**src/rtl/systolic_psum_drain.sv**
```systemverilog
// systolic_psum_drain: deskews the south-edge partial sums of the MAC array,
// requantizes each lane to unsigned 8-bit (rounding right-shift, clamp) and
// buffers finished rows in a first-word-fall-through FIFO behind valid/ready.
// Optional build macro SAT_STATS_EN enables the saturated-lane counter on
// sat_count; without it sat_count is tied to zero.
module systolic_psum_drain #(
    parameter int unsigned COLS  = 4,
    parameter int unsigned DEPTH = 4
) (
    input  logic                         clk,
    input  logic                         reset_n,
    input  logic                         in_valid,
    input  logic [COLS*32-1:0]           in_psum,
    input  logic [4:0]                   shift,
    output logic                         out_valid,
    input  logic                         out_ready,
    output logic [COLS*8-1:0]            out_data,
    output logic [$clog2(DEPTH+1)-1:0]   level,
    output logic                         drop_err,
    output logic [15:0]                  sat_count
);

    localparam int unsigned LVL_W  = $clog2(DEPTH + 1);
    localparam int unsigned PTR_W  = $clog2(DEPTH);
    localparam int unsigned ROW_W  = COLS * 8;

    // Rounding arithmetic right-shift on a 33-bit signed intermediate.
    function automatic logic signed [32:0] rescale(input logic [31:0] p, input logic [4:0] sh);
        logic signed [32:0] ext;
        logic signed [32:0] bias;
        ext = signed'({p[31], p});
        if (sh == 5'd0) begin
            rescale = ext;
        end else begin
            bias    = signed'(33'(1) << (sh - 5'd1));
            rescale = (ext + bias) >>> sh;
        end
    endfunction

    // Clamp a rescaled value into the unsigned 8-bit activation range.
    function automatic logic [7:0] quant_byte(input logic signed [32:0] r);
        if (r < 33'sd0) begin
            quant_byte = 8'd0;
        end else if (r > 33'sd255) begin
            quant_byte = 8'hFF;
        end else begin
            quant_byte = r[7:0];
        end
    endfunction

    // ------------------------------------------------------------------
    // Valid pipeline: final tap marks the cycle in which a row is aligned.
    // ------------------------------------------------------------------
    logic [COLS-2:0] vpipe;

    // Delay in_valid by COLS-1 cycles.
    always_ff @(posedge clk) begin
        if (!reset_n) begin
            vpipe <= '0;
        end else begin
            vpipe[0] <= in_valid;
            for (int unsigned i = 1; i < COLS - 1; i++) begin
                vpipe[i] <= vpipe[i-1];
            end
        end
    end

    // ------------------------------------------------------------------
    // Deskew: lane c is delayed COLS-1-c cycles so all lanes line up.
    // ------------------------------------------------------------------
    logic [COLS*32-1:0] aligned;

    for (genvar c = 0; c < COLS; c++) begin : g_lane
        if (c == COLS - 1) begin : g_direct
            assign aligned[c*32 +: 32] = in_psum[c*32 +: 32];
        end else begin : g_delay
            localparam int unsigned N = COLS - 1 - c;
            logic [31:0] chain [N];

            // Shift the lane through its delay registers.
            always_ff @(posedge clk) begin
                if (!reset_n) begin
                    for (int unsigned i = 0; i < N; i++) begin
                        chain[i] <= '0;
                    end
                end else begin
                    chain[0] <= in_psum[c*32 +: 32];
                    for (int unsigned i = 1; i < N; i++) begin
                        chain[i] <= chain[i-1];
                    end
                end
            end

            assign aligned[c*32 +: 32] = chain[N-1];
        end
    end

    // ------------------------------------------------------------------
    // Requantize and capture into the quant register.
    // ------------------------------------------------------------------
    logic [ROW_W-1:0] q_data_next;
    logic [ROW_W-1:0] q_data;
    logic             q_valid;

    // Per-lane rescale and clamp using the current shift.
    always_comb begin
        q_data_next = '0;
        for (int unsigned c = 0; c < COLS; c++) begin
            q_data_next[c*8 +: 8] = quant_byte(rescale(aligned[c*32 +: 32], shift));
        end
    end

    // Quant register: one aligned, requantized row per cycle.
    always_ff @(posedge clk) begin
        if (!reset_n) begin
            q_valid <= 1'b0;
            q_data  <= '0;
        end else begin
            q_valid <= vpipe[COLS-2];
            q_data  <= q_data_next;
        end
    end

    // ------------------------------------------------------------------
    // Output FIFO with a registered head row.
    // ------------------------------------------------------------------
    logic [ROW_W-1:0] mem [DEPTH];
    logic [PTR_W-1:0] wr_ptr;
    logic [PTR_W-1:0] rd_ptr;
    logic [PTR_W-1:0] rd_next;
    logic [LVL_W-1:0] level_next;
    logic [ROW_W-1:0] head_next;
    logic             pop;
    logic             push;
    logic             full;

    // Push/pop decisions and the head row visible after this cycle.
    always_comb begin
        pop        = out_valid && out_ready;
        full       = (level == LVL_W'(DEPTH));
        push       = q_valid && (!full || pop);
        level_next = level + LVL_W'(push) - LVL_W'(pop);
        rd_next    = rd_ptr + PTR_W'(pop);
        head_next  = out_data;
        if (level_next != '0) begin
            // Nothing older survives the pop: the incoming row becomes head.
            if (level == LVL_W'(pop)) begin
                head_next = q_data;
            end else begin
                head_next = mem[rd_next];
            end
        end
    end

    // Row storage, written at the tail.
    always_ff @(posedge clk) begin
        if (push) begin
            mem[wr_ptr] <= q_data;
        end
    end

    // Pointers, occupancy, head register and sticky drop flag.
    always_ff @(posedge clk) begin
        if (!reset_n) begin
            wr_ptr    <= '0;
            rd_ptr    <= '0;
            level     <= '0;
            out_valid <= 1'b0;
            out_data  <= '0;
            drop_err  <= 1'b0;
        end else begin
            wr_ptr    <= wr_ptr + PTR_W'(push);
            rd_ptr    <= rd_next;
            level     <= level_next;
            out_valid <= (level_next != '0);
            out_data  <= head_next;
            if (q_valid && full && !pop) begin
                drop_err <= 1'b1;
            end
        end
    end

`ifdef SAT_STATS_EN
    // ------------------------------------------------------------------
    // Saturated-lane statistics for rows that enter the FIFO.
    // ------------------------------------------------------------------
    localparam int unsigned NSAT_W = $clog2(COLS + 1);

    function automatic logic lane_clamps(input logic signed [32:0] r);
        lane_clamps = (r < 33'sd0) || (r > 33'sd255);
    endfunction

    logic [NSAT_W-1:0] nsat_next;
    logic [NSAT_W-1:0] q_nsat;
    logic [16:0]       sat_sum;

    // Count clamped lanes of the row being quantized.
    always_comb begin
        nsat_next = '0;
        for (int unsigned c = 0; c < COLS; c++) begin
            if (lane_clamps(rescale(aligned[c*32 +: 32], shift))) begin
                nsat_next = nsat_next + NSAT_W'(1);
            end
        end
    end

    // Clamp count travels alongside the quant register.
    always_ff @(posedge clk) begin
        if (!reset_n) begin
            q_nsat <= '0;
        end else begin
            q_nsat <= nsat_next;
        end
    end

    // Widened sum for the saturating accumulate.
    always_comb begin
        sat_sum = 17'(sat_count) + 17'(q_nsat);
    end

    // Accumulate on accepted pushes, sticking at all-ones.
    always_ff @(posedge clk) begin
        if (!reset_n) begin
            sat_count <= '0;
        end else if (push) begin
            sat_count <= sat_sum[16] ? 16'hFFFF : sat_sum[15:0];
        end
    end
`else
    assign sat_count = 16'h0000;
`endif

endmodule

```
**config.mk**
```make
export PLATFORM = sky130hd
export DESIGN_NAME = systolic_psum_drain
export DESIGN_NICKNAME = d
export VERILOG_FILES = /design/src/rtl/systolic_psum_drain.sv
export SDC_FILE = /design/constraint.sdc
export NUM_CORES = 1
export LEC_CHECK = 0
export ABC_AREA = 1
export BUFFER_PORTS_ARGS = -buffer_cell sky130_fd_sc_hd__buf_2
export CAP_MARGIN = 25
export CORE_AREA = 5 5 264 266
export CTS_BUF_LIST = sky130_fd_sc_hd__clkbuf_4
export CTS_CLUSTER_DIAMETER = 40
export CTS_CLUSTER_SIZE = 10
export DETAILED_ROUTE_END_ITERATION = 10
export DIE_AREA = 0 0 269 271
export HOLD_SLACK_MARGIN = 0.05
export PLACE_DENSITY_LB_ADDON = 0.05
export SETUP_SLACK_MARGIN = 0.5
export SKIP_CTS_REPAIR_TIMING = 1
export SYNTH_ARGS = -nofsm -noshare
export SYNTH_HDL_FRONTEND = slang
export SYNTH_SLANG_ARGS = --single-unit
```
**constraint.sdc**
```tcl
create_clock -name clk -period 16.6 [get_ports clk]
set_clock_uncertainty 0.15 [all_clocks]
set_input_delay 2.49 -clock clk [delete_from_list [all_inputs] [get_ports clk]]
set_output_delay 2.49 -clock clk [all_outputs]
set_load 0.01 [all_outputs]
```
==> run summary, run 1 <==
Reg power frac -> 0.429
Combinational Power Share -> 0.322
Crit. End Element -> flip-flop
ANT nets after route -> 0
CP startpoint kind -> primary input
routed via count -> 34100
worst hold path startpoint -> g_lane[0].g_delay.chain[0][33]
drc violations -> 0
reg2reg setup slack -> 12.34 ns
most used cell, CP -> nand2_1
largest net degree at the start of global routing -> 145
sequential-to-total area share from yosys stat -> 0.295
Area Growth Syn to Fin -> 7.27%
Crit Path Class -> in2reg
fin crit share -> 0.528
Horiz. Die Dim -> 269 um
Synthesis Warnings -> 0
CP Data Required Time -> 17.24 ns
Switch Pwr -> 982 uW
Final Util -> 0.502
Max Cap Viol -> 0
Final Hold Viols -> 0
H-tree depth -> 2
die area -> 0.0729 sq mm
FF-to-FF End -> q_data[14]
power density cells -> 78.0 mW/mm^2
dpl hpwl -> 95900 um
first-pass GRT wire length -> 184000 um
CTS Buf Count -> 56
Synth area leader -> nand2_1
TritonCTS clock tree -> done
DR vias/cell -> 5.58
Site Rows -> 95
Worst Path Arrival -> 9.41 ns
final wirelength -> 124000 um
Post-Synthesis Cells -> 5121
Sw Share -> 0.376
CORE AREA -> 0.0668 sq mm
fin. max-slew vios -> 0
Hold Path Depth -> 2
maximum VDD drop -> 0.0000806 V
Clk pwr share -> 0.249
Synth top area share -> 0.208
Sinks on Clock Net -> 397
Critical Path Fanout Max -> 69
Worst Reg2Reg Path Length in Cells -> 31
Root Buffer -> clkbuf_4
setup violators final -> 0
Buffers on Ports -> 173
RSZ-0062 raised after global routing -> no
Rel. slew slack -> 0.283
GRT Total Usage -> 0.326
initial antenna violation count -> 2
max incr delay on CP -> 0.80 ns
num ports -> 190
gr ovfl total -> 0
status -> complete, no violations
vias in the first global route -> 31300
drt pass-1 iters -> 7
reg-to-reg critical path startpoint -> g_lane[1].g_delay.chain[0][33]
clk slew on worst S/H paths -> 0.10 ns
FFs w/ async S/R, synth -> 0
Final nets -> 5423
Leak Pwr -> 17.9 nW
Worst-Margin Slew -> 1.08 ns
post-layout min period -> 8.77 ns
DR WL/cell -> 20.3 um
cell area after synthesis -> 0.0312 sq mm
1st-iter DRT viols -> 3050
setup ws final -> 7.83 ns
Tightest Hold Check Type -> reg2reg
Top FF cell, synth -> dfxtp_1
timing-limited maximum frequency -> 114 MHz
most frequent cells in the layout -> nand2_1 (1731), nand3_1 (758), inv_1 (701)
Post-synth EDFFs -> 128
share of layout cells above drive strength 1 -> 0.0833
clk_lat worst skew -> 0.90 ns
clock buffer depth -> 3
Hold Path End -> g_lane[0].g_delay.chain[0][65]
Synth area leaders -> nand2_1 (21%), dfxtp_1 (17%), edfxtp_1 (12%)
commonest non-fill, non-tap cell in the layout -> nand2_1
Critical-path top delay cell -> nor2_1
Mean Syn Cell Area -> 6.10 sq um
Initial Utilization -> 0.468
#FFs+latches synth -> 397
synth unique cells -> 62
die height -> 271 um
Pint -> 1.63 mW
GPL Wtd Cong -> 1.01
Place WS -> 7.13 ns
Setup TNS -> 0 ns
## final cells by class
cell class	count	area (sq um)
Fill cell	7279	33300
Multi-Input combinational cell	3815	18500
Sequential cell	397	9230
Inverter	715	2700
Timing Repair Buffer	208	1150
Tap cell	873	1090
Clock buffer	69	518
Clock inverter	29	300
Antenna cell	3	7.51
## critical path, delay by kind of cell
family          cells  cell delay (ns)
simple gates       21             3.46
buf+inv             7             2.21
compound gates      4             0.81
fa+ha+maj           1             0.30
## cell usage after synthesis, drive strengths merged, types with 27 or more instances
library cell / n
ha: 92
o221ai: 36
nand2: 1756
a21oi: 198
a31oi: 39
mux2i: 37
o21ai: 211
nand4: 51
nor3: 54
mux2: 32
xor2: 27
edfxtp: 128
clkbuf: 101
dfxtp: 269
nand3: 769
inv: 713
nor2: 366
buf: 108
## through the flow
| stage | hold WS (ns) | cell area [sq um] | power (mW) | instances |
|---|---|---|---|---|
| 2_1_floorplan | 0.240 | 31300 | 1.71 | 5136 |
| 3_3_place_gp | 0.241 | 32700 | 1.97 | 6007 |
| 3_5_place_dp | 0.245 | 32700 | 1.98 | 6008 |
| 4_1_cts | 0.252 | 33500 | 2.64 | 6106 |
| 5_1_grt | 0.268 | 33500 | 2.78 | 6107 |
| 6_report | 0.245 | 33500 | 2.61 | 6109 |
## routing by layer
metal | routed length (um) | part of all wire | GRT usage | up-vias
met1 | 50600 | 0.41 | 0.411 | 15600
met3 | 9960 | 0.080 | 0.0651 | 342
li1 | - | - | - | 16800
met5 | 12 | 0.000097 | 0 | -
met4 | 8380 | 0.067 | 0.182 | 2
met2 | 55200 | 0.44 | 0.519 | 1442
## power groups by stage
stage	Clock (mW)	Combinational [mW]	Sequential, mW
floorplan	0	0.578	1.13
global placement	0	0.830	1.14
detailed placement	0	0.832	1.14
CTS	0.681	0.835	1.12
global route	0.719	0.930	1.13
finish	0.651	0.841	1.12
## cell families after synthesis
family,synth area share
AO/OA/AOI/OAI,0.103
XOR/XNOR,0.0104
adder cells (fa/ha/maj),0.0375
buffers and inverters,0.115
flip-flops,0.295
multiplexers,0.0234
other,0.000120
AND/OR/NAND/NOR,0.415
## worst max-delay path by stage
stage,from,slack [ns],to
after detailed placement,shift[2],7.13,q_data[24]
after floorplan,shift[3],9.60,q_data[24]
final,shift[2],7.83,q_data[25]
after CTS,shift[2],8.13,q_data[24]
after global routing,shift[2],7.35,q_data[25]
after global placement,shift[2],7.20,q_data[30]
## state kept, by name (all words and copies together) (netlist names)
register,count
out_data,32
vpipe,3
out_valid,1
mem,128
level,3
wr_ptr,2
rd_ptr,2
q_valid,1
q_data,32
g_lane.g_delay.chain,192
drop_err,1
(Power assumes the default switching activity.)
==> run 2, diff against run 1 <==
==> constraint.sdc (replaced) <==
create_clock -name clk -period 9 [get_ports clk]
set_clock_uncertainty 0.15 [all_clocks]
set_input_delay 1.35 -clock clk [delete_from_list [all_inputs] [get_ports clk]]
set_output_delay 1.35 -clock clk [all_outputs]
set_load 0.01 [all_outputs]
==> run 2 against run 1 <==
Against the previous run: sequential power is 85% higher; non-clock buffer count is 7 higher; critical path depth is 4 lower; worst hold slack better by 0.018 ns; die area stayed put; clock power is 89% higher; combinational power is 85% higher; utilization is 0.094 points higher; sequential cell count stayed put; register-to-register slack worse by 7.4 ns; critical endpoint is now q_data[23]; largest power group unchanged; highest routed layer unchanged.
==> run summary, run 2 (same netlist as run 1, synthesis figures left out) <==
num ports -> 190 (unchanged)
Site Rows -> 95 (unchanged)
Switch Pwr -> 1.85 mW (was 982 uW)
clock buffer depth -> 3 (unchanged)
DP Cell Count -> 6015 (was 6008)
most used cell, CP -> nand2_1 (unchanged)
Combinational Power Share -> 0.321 (was 0.322)
timing-limited maximum frequency -> 146 MHz
most frequent cells in the layout -> nand2_1 (1731), nand3_1 (758), inv_1 (701) (unchanged)
fin crit share -> 0.759
Largest register FFs -> 192 (unchanged)
Horiz. Die Dim -> 269 um (unchanged)
Root Buffer -> clkbuf_4 (unchanged)
Leak Pwr -> 18.0 nW (was 17.9 nW)
CP Data Required Time -> 9.62 ns (was 17.24 ns)
gr ovfl total -> 0 (unchanged)
Reg power frac -> 0.426 (was 0.429)
routed via count -> 33800 (was 34100)
die area -> 0.0729 sq mm (unchanged)
Pint -> 3.00 mW (was 1.63 mW)
multi-input combinational cell area -> 0.0185 sq mm (about the same)
Initial Utilization -> 0.468 (unchanged)
Max Cap Viol -> 0 (unchanged)
commonest non-fill, non-tap cell in the layout -> nand2_1 (unchanged)
status -> complete, no violations (unchanged)
worst hold path startpoint -> g_lane[0].g_delay.chain[0][30] (was g_lane[0].g_delay.chain[0][33])
setup ws final -> 2.17 ns (was 7.83 ns)
Rel. slew slack -> 0.286 (was 0.283)
Setup TNS -> 0 ns (unchanged)
FF-to-FF End -> q_data[12] (was q_data[14])
1st-iter DRT viols -> 3084 (was 3050)
Place WS -> 1.44 ns (was 7.13 ns)
register area -> 0.00923 sq mm (unchanged)
first-pass GRT wire length -> 182000 um (was 184000 um)
CP startpoint kind -> primary input (unchanged)
Worst-Margin Slew -> 1.07 ns (was 1.08 ns)
drc violations -> 0 (unchanged)
Worst Setup SP -> shift[2] (unchanged)
CTS Buf Count -> 58 (was 56)
RSZ-0062 raised after global routing -> no (unchanged)
die height -> 271 um (unchanged)
Crit Path Class -> in2reg (unchanged)
final wirelength -> 122000 um (was 124000 um)
Crit. End Element -> flip-flop (unchanged)
setup violators final -> 0 (unchanged)
Clk pwr share -> 0.253 (was 0.249)
Area Growth Syn to Fin -> 7.47% (was 7.27%)
clk slew on worst S/H paths -> 0.11 ns (was 0.10 ns)
share of layout cells above drive strength 1 -> 0.0850 (was 0.0833)
largest net degree at the start of global routing -> 84 (was 145)
CORE AREA -> 0.0668 sq mm (unchanged)
power density cells -> 144 mW/mm^2 (was 78.0 mW/mm^2)
Critical-path top delay cell -> nor2_1 (unchanged)
DR vias/cell -> 5.52 (was 5.58)
Critical Path Fanout Max -> 67 (was 69)
vias in the first global route -> 31100 (was 31300)
Buffers on Ports -> 173 (unchanged)
GRT Total Usage -> 0.321 (was 0.326)
largest reg by FF count -> g_lane.g_delay.chain (unchanged)
fin. max-slew vios -> 0 (unchanged)
reg2reg setup slack -> 4.90 ns (was 12.34 ns)
DR WL/cell -> 19.9 um (was 20.3 um)
H-tree depth -> 2 (unchanged)
post-layout min period -> 6.83 ns
Tightest Hold Check Type -> reg2reg (unchanged)
final cell count without fillers -> 6120 (was 6109)
drt pass-1 iters -> 8 (was 7)
clk_lat worst skew -> 0.96 ns (was 0.90 ns)
ANT nets after route -> 0 (unchanged)
GPL Wtd Cong -> 1.02 (was 1.01)
TritonCTS clock tree -> done (unchanged)
Final Hold Viols -> 0 (unchanged)
dpl hpwl -> 93700 um (was 95900 um)
Worst setup endpoint -> q_data[23] (was q_data[25])
Worst Reg2Reg Path Length in Cells -> 30 (was 31)
Sinks on Clock Net -> 397 (unchanged)
max incr delay on CP -> 0.79 ns (was 0.80 ns)
Final nets -> 5432 (was 5423)
maximum VDD drop -> 0.000171 V (was 0.0000806 V)
reg-to-reg critical path startpoint -> g_lane[1].g_delay.chain[0][33] (unchanged)
FILL cells -> 7249 (was 7279)
Top Registers -> g_lane.g_delay.chain: 192 flops, mem: 128 flops (unchanged)
initial antenna violation count -> 4 (was 2)
Sw Share -> 0.382 (was 0.376)
Worst Path Arrival -> 7.44 ns (was 9.41 ns)
==> run 2: per-layer routing <==
metal  track usage  up-vias  share of wire
li1              -    16800              -
met1         0.411    15300           0.41
met2         0.521     1357           0.45
met3        0.0534      333          0.076
met4         0.165        6          0.063
met5             0        -        0.00032
==> run 2: power by group through the flow <==
stage,registers [mW],clock network (mW),logic [mW]
4_1_cts,2.07,1.27,1.54
6_report,2.07,1.23,1.56
3_5_place_dp,2.11,0,1.54
3_3_place_gp,2.11,0,1.53
5_1_grt,2.08,1.36,1.72
2_1_floorplan,2.09,0,1.07
==> run 2: worst min path at each step <==
stage | depth (start not counted) | end
after floorplan | 2 | g_lane[0].g_delay.chain[0][32]
after global placement | 2 | g_lane[0].g_delay.chain[0][56]
after detailed placement | 2 | g_lane[0].g_delay.chain[0][84]
after CTS | 2 | g_lane[0].g_delay.chain[0][94]
after global routing | 2 | g_lane[0].g_delay.chain[0][94]
final | 2 | g_lane[0].g_delay.chain[0][62]
==> run 2: worst max-delay path, delay by kind of cell <==
kind | cells | cell delay [ns]
AND/OR/NAND/NOR | 21 | 3.38
buffers and inverters | 5 | 1.71
AO/OA/AOI/OAI | 2 | 0.50
adder cells (fa/ha/maj) | 1 | 0.40
==> run 2: cell type report <==
| type | instances | share of cell area |
|---|---|---|
| multi-input cells | 3815 | 0.551 |
| flip-flops and latches | 397 | 0.275 |
| inverters | 715 | 0.0804 |
| repair buffers | 215 | 0.0357 |
| well taps | 873 | 0.0325 |
| clock buffers | 71 | 0.0159 |
| clock inverters | 32 | 0.00928 |
| diodes | 2 | 0.000149 |
==> run 2: per-stage QoR <==
step	power, mW	instance area, sq um	hold WS, ns	utilization
6_report	4.85	33600	0.263	0.503
5_1_grt	5.15	33600	0.259	0.503
4_1_cts	4.88	33600	0.236	0.503
3_5_place_dp	3.64	32700	0.245	0.490
3_3_place_gp	3.64	32700	0.242	0.490
2_1_floorplan	3.16	31300	0.240	-
